File: src/rtl/date_set_ctrl_if.sv
// Keypad-side and register-block-side signals of the date setting sequencer.
// The slave modport is the sequencer; the master drives keys and watches controls.
interface date_set_ctrl_if;
  logic       key_valid;
  logic [3:0] key_code;
  logic       switch_year;
  logic       sel_mon_date;
  logic       sel_ten;
  logic [3:0] key_out;
  logic       pressed;
  logic       set_mode;
  logic [3:0] blink_mask;
  logic       timeout;

  modport master (
    output key_valid, key_code,
    input  switch_year, sel_mon_date, sel_ten, key_out, pressed, set_mode,
           blink_mask, timeout
  );

  modport slave (
    input  key_valid, key_code,
    output switch_year, sel_mon_date, sel_ten, key_out, pressed, set_mode,
           blink_mask, timeout
  );
endinterface

File: src/rtl/date_set_ctrl.sv
// Keypad setting sequencer for the month/date/year block: field cursor, inc/dec
// command strobes with hold-to-repeat, idle timeout and a digit blink mask.
module date_set_ctrl #(
  parameter int TIMEOUT_CYC = 1000,
  parameter int REPEAT_DLY  = 50,
  parameter int REPEAT_PER  = 10,
  parameter int BLINK_HALF  = 25,
  parameter int CNT_W       = 16
) (
  input  logic             clk,
  input  logic             rst_n,
  date_set_ctrl_if.slave   ctl_if
);

  typedef enum logic [2:0] {
    IDLE, MON_T, MON_S, DATE_T, DATE_S, YEAR_T, YEAR_S
  } state_t;

  localparam logic [3:0] KEY_A = 4'd10;
  localparam logic [3:0] KEY_B = 4'd11;
  localparam logic [3:0] KEY_C = 4'd12;
  localparam logic [3:0] KEY_D = 4'd13;

  state_t             state_q, state_d;
  logic               key_valid_q;
  logic               armed_q;
  logic [3:0]         held_code_q;
  logic [CNT_W-1:0]   hold_cnt_q, hold_cnt_d;
  logic [CNT_W-1:0]   to_cnt_q, to_cnt_d;
  logic [CNT_W-1:0]   blink_cnt_q, blink_cnt_d;
  logic               phase_q, phase_d;

  logic in_set, key_edge, recog, ab_evt, hold_match, rep_fire, expire;

  function automatic state_t next_field(state_t s);
    case (s)
      MON_T:   return MON_S;
      MON_S:   return DATE_T;
      DATE_T:  return DATE_S;
      DATE_S:  return YEAR_T;
      YEAR_T:  return YEAR_S;
      default: return MON_T;
    endcase
  endfunction

  // {switch_year, sel_mon_date, sel_ten}
  function automatic logic [2:0] sel_of(state_t s);
    case (s)
      MON_T:   return 3'b011;
      MON_S:   return 3'b010;
      DATE_T:  return 3'b001;
      YEAR_T:  return 3'b101;
      YEAR_S:  return 3'b100;
      default: return 3'b000;
    endcase
  endfunction

  function automatic logic [3:0] mask_of(state_t s);
    case (s)
      MON_T:          return 4'b1000;
      MON_S:          return 4'b0100;
      DATE_T, YEAR_T: return 4'b0010;
      DATE_S, YEAR_S: return 4'b0001;
      default:        return 4'b0000;
    endcase
  endfunction

  always_comb begin
    in_set     = (state_q != IDLE);
    // armed_q blocks a key that was already held when reset was released
    key_edge   = ctl_if.key_valid && !key_valid_q && armed_q;
    recog      = key_edge && (ctl_if.key_code >= KEY_A) && (ctl_if.key_code <= KEY_D);
    ab_evt     = recog && in_set && ((ctl_if.key_code == KEY_A) || (ctl_if.key_code == KEY_B));
    hold_match = (hold_cnt_q != '0) && ctl_if.key_valid && (ctl_if.key_code == held_code_q);
    rep_fire   = in_set && hold_match && (hold_cnt_q == CNT_W'(REPEAT_DLY - 1));
    expire     = in_set && !recog && !rep_fire && (to_cnt_q == CNT_W'(TIMEOUT_CYC - 1));

    state_d = state_q;
    if (recog) begin
      if (ctl_if.key_code == KEY_C)      state_d = next_field(state_q);
      else if (ctl_if.key_code == KEY_D) state_d = IDLE;
    end else if (expire) begin
      state_d = IDLE;
    end

    // Nonzero hold count means a repeat-eligible key is held; reloading to
    // REPEAT_DLY-REPEAT_PER spaces later strobes by REPEAT_PER cycles.
    hold_cnt_d = '0;
    if (state_d != IDLE) begin
      if (ab_evt)          hold_cnt_d = CNT_W'(1);
      else if (rep_fire)   hold_cnt_d = CNT_W'(REPEAT_DLY - REPEAT_PER);
      else if (hold_match) hold_cnt_d = hold_cnt_q + 1'b1;
    end

    to_cnt_d = (recog || rep_fire || state_d == IDLE) ? '0 : to_cnt_q + 1'b1;

    blink_cnt_d = blink_cnt_q + 1'b1;
    phase_d     = phase_q;
    if (state_d != state_q || state_d == IDLE) begin
      blink_cnt_d = '0;
      phase_d     = 1'b0;
    end else if (blink_cnt_q == CNT_W'(BLINK_HALF - 1)) begin
      blink_cnt_d = '0;
      phase_d     = ~phase_q;
    end
  end

  always_ff @(posedge clk or negedge rst_n) begin
    if (!rst_n) begin
      state_q             <= IDLE;
      key_valid_q         <= 1'b0;
      armed_q             <= 1'b0;
      held_code_q         <= '0;
      hold_cnt_q          <= '0;
      to_cnt_q            <= '0;
      blink_cnt_q         <= '0;
      phase_q             <= 1'b0;
      ctl_if.switch_year  <= 1'b0;
      ctl_if.sel_mon_date <= 1'b0;
      ctl_if.sel_ten      <= 1'b0;
      ctl_if.key_out      <= '0;
      ctl_if.pressed      <= 1'b0;
      ctl_if.set_mode     <= 1'b0;
      ctl_if.blink_mask   <= '0;
      ctl_if.timeout      <= 1'b0;
    end else begin
      state_q     <= state_d;
      key_valid_q <= ctl_if.key_valid;
      armed_q     <= armed_q | ~ctl_if.key_valid;
      if (ab_evt) held_code_q <= ctl_if.key_code;
      hold_cnt_q  <= hold_cnt_d;
      to_cnt_q    <= to_cnt_d;
      blink_cnt_q <= blink_cnt_d;
      phase_q     <= phase_d;
      {ctl_if.switch_year, ctl_if.sel_mon_date, ctl_if.sel_ten} <= sel_of(state_d);
      ctl_if.pressed    <= ab_evt | rep_fire;
      ctl_if.key_out    <= ab_evt ? ctl_if.key_code : (rep_fire ? held_code_q : 4'd0);
      ctl_if.set_mode   <= (state_d != IDLE);
      ctl_if.blink_mask <= phase_d ? mask_of(state_d) : 4'b0000;
      ctl_if.timeout    <= expire;
    end
  end

endmodule

File: src/flat_wrapper.sv
// flat-port wrapper written by rule: the top's interface ports become plain ports
module date_set_ctrl_flat 
#(
  parameter int TIMEOUT_CYC = 1000,
  parameter int REPEAT_DLY  = 50,
  parameter int REPEAT_PER  = 10,
  parameter int BLINK_HALF  = 25,
  parameter int CNT_W       = 16
)
  (clk, rst_n, ctl_if_key_valid, ctl_if_key_code, ctl_if_switch_year, ctl_if_sel_mon_date, ctl_if_sel_ten, ctl_if_key_out, ctl_if_pressed, ctl_if_set_mode, ctl_if_blink_mask, ctl_if_timeout);
  date_set_ctrl_if ctl_if_i ();
  input  logic clk;
  input  logic rst_n;
  input wire logic [$bits(ctl_if_i.key_valid)-1:0] ctl_if_key_valid;
  input wire logic [$bits(ctl_if_i.key_code)-1:0] ctl_if_key_code;
  output wire logic [$bits(ctl_if_i.switch_year)-1:0] ctl_if_switch_year;
  output wire logic [$bits(ctl_if_i.sel_mon_date)-1:0] ctl_if_sel_mon_date;
  output wire logic [$bits(ctl_if_i.sel_ten)-1:0] ctl_if_sel_ten;
  output wire logic [$bits(ctl_if_i.key_out)-1:0] ctl_if_key_out;
  output wire logic [$bits(ctl_if_i.pressed)-1:0] ctl_if_pressed;
  output wire logic [$bits(ctl_if_i.set_mode)-1:0] ctl_if_set_mode;
  output wire logic [$bits(ctl_if_i.blink_mask)-1:0] ctl_if_blink_mask;
  output wire logic [$bits(ctl_if_i.timeout)-1:0] ctl_if_timeout;
  assign ctl_if_i.key_valid = ctl_if_key_valid;
  assign ctl_if_i.key_code = ctl_if_key_code;
  assign ctl_if_switch_year = ctl_if_i.switch_year;
  assign ctl_if_sel_mon_date = ctl_if_i.sel_mon_date;
  assign ctl_if_sel_ten = ctl_if_i.sel_ten;
  assign ctl_if_key_out = ctl_if_i.key_out;
  assign ctl_if_pressed = ctl_if_i.pressed;
  assign ctl_if_set_mode = ctl_if_i.set_mode;
  assign ctl_if_blink_mask = ctl_if_i.blink_mask;
  assign ctl_if_timeout = ctl_if_i.timeout;
  date_set_ctrl #(.TIMEOUT_CYC(TIMEOUT_CYC), .REPEAT_DLY(REPEAT_DLY), .REPEAT_PER(REPEAT_PER), .BLINK_HALF(BLINK_HALF), .CNT_W(CNT_W)) u_core (.clk(clk), .rst_n(rst_n), .ctl_if(ctl_if_i));
endmodule
File: config.mk
export PLATFORM = sky130hd
export DESIGN_NAME = date_set_ctrl_flat
export DESIGN_NICKNAME = d
export VERILOG_FILES = /design/src/rtl/date_set_ctrl_if.sv /design/src/rtl/date_set_ctrl.sv /design/src/flat_wrapper.sv
export SDC_FILE = /design/constraint.sdc
export NUM_CORES = 1
export LEC_CHECK = 0
export BUFFER_PORTS_ARGS = -buffer_cell sky130_fd_sc_hd__buf_2
export CAP_MARGIN = 20
export CORE_UTILIZATION = 56
export CTS_BUF_LIST = sky130_fd_sc_hd__clkbuf_4 sky130_fd_sc_hd__clkbuf_8
export DETAILED_ROUTE_END_ITERATION = 8
export PLACE_DENSITY = 0.79
export SLEW_MARGIN = 10
export SYNTH_ARGS = -nofsm -noshare
export SYNTH_HDL_FRONTEND = slang
export SYNTH_SLANG_ARGS = --single-unit
File: constraint.sdc
create_clock -name clk -period 5 [get_ports clk]
set_input_delay 0.75 -clock clk [delete_from_list [all_inputs] [get_ports clk]]
set_output_delay 0.75 -clock clk [all_outputs]
set_load 0.05 [all_outputs]
==> results of run 1 <==
-- cells in the final DEF (no fill, tap or decap), types with 9 or more instances in the layout --
cell / count
clkbuf_8: 9
dfrtp_1: 72
xor2_1: 27
nor3_1: 9
inv_1: 9
xnor2_1: 22
nand2_1: 27
and3_1: 12
nand4_1: 11
nand3_1: 19
nor2_1: 68
buf_2: 20
-- worst max path at each step --
stage	from	to	slack, ps	cells after the start
2_1_floorplan	ctl_if_key_valid	u_core.hold_cnt_q[9]$_DFF_PN0_	2860	8
3_3_place_gp	ctl_if_key_valid	u_core.to_cnt_q[10]$_DFF_PN0_	2540	7
3_5_place_dp	ctl_if_key_valid	u_core.to_cnt_q[14]$_DFF_PN0_	2390	7
4_1_cts	ctl_if_key_valid	u_core.to_cnt_q[14]$_DFF_PN0_	2780	7
5_1_grt	u_core.to_cnt_q[0]$_DFF_PN0_	u_core.blink_cnt_q[5]$_DFF_PN0_	2560	7
6_report	ctl_if_key_code[3]	u_core.to_cnt_q[14]$_DFF_PN0_	2750	7
-- per-layer routing --
metal / share of wire [%] / GRT usage, % / routed length (µm)
met2: 48 / 37.3 / 3170
met3: 4.1 / 5.96 / 272
met4: 1.6 / 9.82 / 108
met1: 46 / 29.2 / 3010
met5: 0 / 0 / 0
-- power by group through the flow --
stage / registers, mW / logic, mW / clock network [mW]
after floorplan: 0.694 / 0.141 / 0
after global placement: 0.694 / 0.187 / 0
after detailed placement: 0.696 / 0.192 / 0
after CTS: 0.685 / 0.195 / 0.450
after global routing: 0.695 / 0.222 / 0.473
final: 0.686 / 0.192 / 0.436
-- worst reg2reg max path, cell delays in order (launching register included) --
cell and delay (ps):
dfrtp_1 400, ha_1 240, and4b_1 230, nand4_1 200, nor3_1 280, a21bo_2 310, nand2_1 320, nor2_1 100
-- sequential cells by signal, indices dropped and copies added (netlist names) --
name                        flops
u_core.blink_cnt_q             16
u_core.hold_cnt_q              16
u_core.to_cnt_q                16
u_core.ctl_if.blink_mask        4
u_core.ctl_if.key_out           4
u_core.held_code_q              4
u_core.state_q                  3
u_core.armed_q                  1
u_core.ctl_if.pressed           1
u_core.ctl_if.sel_mon_date      1
u_core.ctl_if.sel_ten           1
u_core.ctl_if.set_mode          1
u_core.ctl_if.switch_year       1
u_core.ctl_if.timeout           1
u_core.key_valid_q              1
u_core.phase_q                  1
-- layout make-up --
class	count	share of cell area [%]
flip-flops and latches	72	46.9
multi-input cells	257	42.0
clock buffers	9	3.22
repair buffers	21	2.80
well taps	75	2.44
clock inverters	7	1.63
inverters	10	0.977
-- stage by stage --
step | setup slack [ps] | total power, mW | area (µm²)
after floorplan | 2860 | 0.836 | 3490
after global placement | 2540 | 0.881 | 3650
after detailed placement | 2390 | 0.888 | 3650
after CTS | 2780 | 1.33 | 3840
after global routing | 2560 | 1.39 | 3840
final | 2750 | 1.31 | 3840
-- cell families (layout without fill, tap and decap cells) --
| logic type | after synthesis | in the layout | share of synthesized area [%] |
|---|---|---|---|
| and+or+nand+nor | 183 | 183 | 26.6 |
| DFF | 72 | 72 | 51.6 |
| xor gates and xnor gates | 49 | 49 | 12.3 |
| AOI/OAI and AO/OA | 19 | 19 | 5.19 |
| buffers and inverters | 15 | 47 | 2.26 |
| adders and majority gates | 6 | 6 | 2.15 |
==> impl_metrics.csv, run 1 <==
group,metric,value,unit
critical_path,crit_top_cell,"nand3_1",
critical_path,arrival,2470,ps
cells_and_area,post-route-util,64.5,%
yosys,syn_area_per_cell,10.2,µm²
die,placementRows,28,
critical_path,worst_path_dominant_cell_family,"simple AND/OR/NAND/NOR gates",
cells_and_area,drive_above_1_share,14.4,%
pwr,swShare,28.9,%
status,status,"completed",
timing,slew_headroom,41.8,%
pwr,clockPowerShare,33.2,%
yosys,seq_area_frac_synth,51.6,%
cells_and_area,nFillCells,471,
detailed_routing,vias,2477,
cells_and_area,multiInputGateArea,1610,µm²
grt,grt_pass1_vias,2439,
place,place.gp.congestion,0.878,
timing,fin_crit_sh,45.0,%
clock_tree,post-cts-setup-buffers,0,
timing,whs,506,ps
yosys,async_reset_ff_share,100,%
detailed_routing,firstDrtPassIters,4,
yosys,ys_ff_latch,72,
grt,grt_first_pass_wirelength,11.2,mm
yosys,synth_largest_area_cell,"dfrtp_1",
grt,grt_overflow_total,0,
critical_path,r2r-start,"u_core.to_cnt_q[0]$_DFF_PN0_",
critical_path,start_kind,"input port",
place,post-place-cells,435,
timing,fmax,0.444,GHz
critical_path,crit_required,5220,ps
cells_and_area,num_antenna_cells,0,
die,die_x,81.0,µm
clock_tree,cts.sink_count,72,
die,core_area,5960,µm²
yosys,synth_flop_cell,"dfrtp_1",
critical_path,worstPathMaxFanout,8,
yosys,synth_top_area_share,51.6,%
yosys,synth_area,3490,µm²
hold_path,min_path_type,"reg -> reg",
die,start_util,58.7,%
timing,hold_viol,0,
clock_tree,cts_buffers,9,
clock_tree,holdBufCountCts,0,
timing,fin_setup_tns,0,ps
clock_tree,cts_tree,"built",
critical_path,worstSetupPathType,"in -> reg",
pwr,p_sw,380,µW
yosys,ys_top_cells_by_count,"dfrtp_1, nor2_1, nand2_1, xor2_1, xnor2_1",
detailed_routing,routedWlPerCell,14.5,µm
critical_path,crit_chain,"buf_2 > and4b_1 > nand2_4 > a22oi_2 > nand3_1 > nand3_1 > nor2_1",
cells_and_area,area.sequential,1800,µm²
hold_path,min_from,"u_core.blink_cnt_q[0]$_DFF_PN0_",
timing,setup_viol,0,
critical_path,crit_slowest_cell,"a22oi_2",
detailed_routing,routed_wl,6.56,mm
yosys,syn_nets,357,
critical_path,regToRegSetupSlack,2780,ps
clock_tree,ctsResizeCount,0,
timing,rsz0062_at_grt,"no",
yosys,synth.area.top_cells,"dfrtp_1, nor2_1, xor2_1",
clock_tree,htreeDepth,3,
pwr,p_comb_share,14.6,%
clock_tree,clock_path_buffers,2,
clock_tree,clkLatencyLatePin,350,ps
pwr,p_int,934,µW
yosys,synthCells,344,
detailed_routing,drt_iter0_drc,159,
yosys,yosys.cell_count.top_type,"dfrtp_1",
place,port_buffers,20,
timing,maxSlewViolCount,0,
critical_path,slowest_delay,450,ps
critical_path,cp.buffers_inverters,1,
critical_path,critPathCaptureType,"register",
place,hpwlAfterDp,4.58,mm
cells_and_area,fin_nets,384,
timing,fin_crit,2250,ps
cells_and_area,layout-area-overhead-vs-synth,9.92,%
detailed_routing,postRouteAntennaNets,0,
clock_tree,clk_pin_slew,70,ps
timing,tightest_slew,873,ps
die,die_h,81.0,µm
detailed_routing,drc,0,
die,ios,21,
cells_and_area,fin_cells,451,
critical_path,timing.rr.end,"u_core.blink_cnt_q[5]$_DFF_PN0_",
hold_path,hold_depth,1,
detailed_routing,vias_per_cell,5.49,
pwr,p_per_area,342,nW/µm²
grt,grt_max_degree,73,
critical_path,worstRegToRegCells,7,
timing,worst_clock_skew,8.73,ps
clock_tree,clockRootBuffer,"clkbuf_8",
pwr,vdd_ir_drop_max,0.240,mV
pwr,p_leak,1.81,nW
hold_path,hold_end,"u_core.blink_cnt_q[0]$_DFF_PN0_",
pwr,seqPwrFrac,52.2,%
grt,grt_antenna_before_repair,0,
yosys,yosys.cell_types.count,46,
run,drv_cap,0,
grt,grt_usage,23.0,%
die,floorplan.die_area,6560,µm²
yosys,yosysWarnings,0,
yosys,synth_edf_count,0,
(Power assumes the default switching activity.)
==> run 2: changes to the inputs <==
- PLACE_DENSITY: 0.79 -> 0.82
- clock period: 5 -> 2 ns (I/O delays scaled with it)
==> run 2 against run 1 <==
Net effect: the flow now finishes with violations (negative setup slack); count of clock-buffer cells in the layout rose by 3; core utilization rose by 4.2 points; non-clock buffer count rose by 20; design area rose by 6.5%; combinational power rose to 3.1 times the previous value; critical path depth did not move; global-route usage fell by 0.51 points; total power rose to 2.5 times the previous value; first-iteration DRC count fell by 4.4%; clock power rose by 130%; register-to-register slack got worse by 2800 ps; clock skew fell by 2.7 ps; critical path type is now reg -> reg; critical endpoint is now u_core.hold_cnt_q[13]$_DFF_PN0_.
==> impl_metrics.csv, run 2 (synthesized netlist as in run 1, its figures left out) <==
group,metric,value,unit
clock_tree,htreeDepth,3,
detailed_routing,postRouteAntennaNets,0,
cells_and_area,nFillCells,431,
critical_path,worstSetupPathType,"reg -> reg",
clock_tree,clock_path_buffers,2,
die,die_h,81.0,µm
timing,setup_viol,2,
hold_path,min_from,"ctl_if_key_valid",
pwr,vdd_ir_drop_max,0.650,mV
cells_and_area,num_antenna_cells,0,
grt,grt_first_pass_wirelength,10.9,mm
die,placementRows,28,
timing,fin_crit,2000,ps
clock_tree,cts_tree,"built",
die,floorplan.die_area,6560,µm²
clock_tree,cts_buffers,9,
clock_tree,clkLatencyLatePin,340,ps
place,place.gp.congestion,0.855,
critical_path,timing.rr.end,"u_core.hold_cnt_q[13]$_DFF_PN0_",
clock_tree,cts.sink_count,72,
critical_path,regToRegSetupSlack,-4,ps
grt,grt_pass1_vias,2408,
die,start_util,58.7,%
timing,fin_crit_sh,100,%
cells_and_area,fin_nets,404,
timing,tightest_slew,497,ps
grt,grt_max_degree,73,
critical_path,crit_required,2270,ps
status,violations,"negative setup slack",
timing,worst_clock_skew,6.03,ps
timing,whs,204,ps
cells_and_area,multiInputGateArea,1700,µm²
grt,grt_antenna_before_repair,0,
critical_path,crit_start,"u_core.state_q[2]$_DFF_PN0_",
clock_tree,clk_pin_slew,70,ps
place,post-place-cells,454,
die,ios,21,
timing,fmax,0.499,GHz
critical_path,crit_end,"u_core.hold_cnt_q[13]$_DFF_PN0_",
grt,grt_usage,22.5,%
cells_and_area,fin_cells,471,
detailed_routing,routedWlPerCell,14.6,µm
detailed_routing,routed_wl,6.86,mm
detailed_routing,vias_per_cell,5.47,
run,drv_cap,0,
cells_and_area,top_regs,"u_core.blink_cnt_q: 16 flops, u_core.hold_cnt_q: 16 flops, u_core.to_cnt_q: 16 flops",
grt,grt_overflow_total,0,
cells_and_area,area.sequential,1800,µm²
detailed_routing,vias,2578,
cells_and_area,layout_common_cells,"dfrtp_1, nor2_1, nand2_1, xor2_1, xnor2_1",
cells_and_area,layout-area-overhead-vs-synth,17.1,%
timing,rsz0062_at_grt,"yes",
place,post-place-ws,-103,ps
pwr,p_leak,1.94,nW
hold_path,hold_depth,2,
critical_path,worstPathMaxFanout,12,
critical_path,r2r-start,"u_core.state_q[2]$_DFF_PN0_",
critical_path,start_kind,"register",
detailed_routing,drc,0,
timing,fin_setup_tns,-5.15,ps
clock_tree,post-cts-setup-buffers,0,
die,die_x,81.0,µm
hold_path,min_path_type,"in -> reg",
die,core_area,5960,µm²
critical_path,arrival,2270,ps
critical_path,critPathCaptureType,"register",
detailed_routing,firstDrtPassIters,4,
timing,fin_ws,-4.36,ps
critical_path,worstRegToRegCells,7,
timing,maxSlewViolCount,0,
timing,slew_headroom,66.5,%
timing,hold_viol,0,
detailed_routing,drt_iter0_drc,152,
status,status,"finished, violations left",
cells_and_area,drive_above_1_share,20.7,%
place,hpwlAfterDp,4.61,mm
cells_and_area,final_common_cell,"dfrtp_1",
clock_tree,clockRootBuffer,"clkbuf_8",
place,port_buffers,20,
pwr,p_per_area,805,nW/µm²
run 2: cell types whose count changed in the layout (fill, tap and decap cells not counted), sizes merged:
| cell | delta |
|---|---|
| clkinv | -1 |
| clkbuf | +3 |
| buf | +19 |
| dlygate4sd3 | +1 |
| bufinv | -1 |
| clkinvlp | -1 |
run 2: metal layers:
metal | vias to the layer above | routed length (µm) | global-route usage [%]
met2 | 52 | 3200 | 35.1
met4 | 0 | 161 | 10.9
met1 | 1251 | 3260 | 29.8
met5 | - | 0 | 0
met3 | 15 | 232 | 5.06
li1 | 1260 | - | -
run 2: worst max-delay path, stage by stage, from the launching register on:
cell       delay [ps]
dfrtp_1           380
or3_4             420
nand4_1           180
buf_4             150
a2111oi_4          40
a311oi_2          360
nand3_4           230
nor2_1            160
run 2: through the flow:
stage / area (µm²) / total power, mW / util [%]
after floorplan: 3490 / 2.09 / -
after global placement: 3820 / 2.28 / 64.2
final: 4090 / 3.29 / 68.7
after detailed placement: 3820 / 2.30 / 64.2
after CTS: 4020 / 3.32 / 67.6
after global routing: 4090 / 3.46 / 68.7
run 2: power by group:
part | switching, mW | total (mW) | internal (mW)
clock network | 0.502 | 1.01 | 0.503
registers | 0.115 | 1.70 | 1.58
logic | 0.324 | 0.590 | 0.266
total | 0.941 | 3.29 | 2.35
run 2: worst min-delay path by stage:
| stage | end | slack (ps) |
|---|---|---|
| finish | u_core.key_valid_q$_DFF_PN0_ | 200 |
| detailed placement | u_core.ctl_if.key_out[2]$_DFF_PN0_ | 350 |
| global placement | u_core.ctl_if.key_out[3]$_DFF_PN0_ | 350 |
| global route | u_core.key_valid_q$_DFF_PN0_ | 210 |
| CTS | u_core.key_valid_q$_DFF_PN0_ | 190 |
| floorplan | u_core.armed_q$_DFF_PN0_ | 4 |
run 2: layout make-up:
class	count	area share [%]
sequential	72	44.0
clock buffer	12	3.73
inverter	10	0.917
tap	75	2.29
clock inverter	4	0.489
multi-input combinational	257	41.6
timing repair buffer	41	6.97
run 2: repair_timing:
action                     4_1_cts  5_1_grt
hold endpoints to repair        72        0
hold buffers                     1        0
pin swaps                        0        2
resized for setup                3       12
setup endpoints to repair       50       53
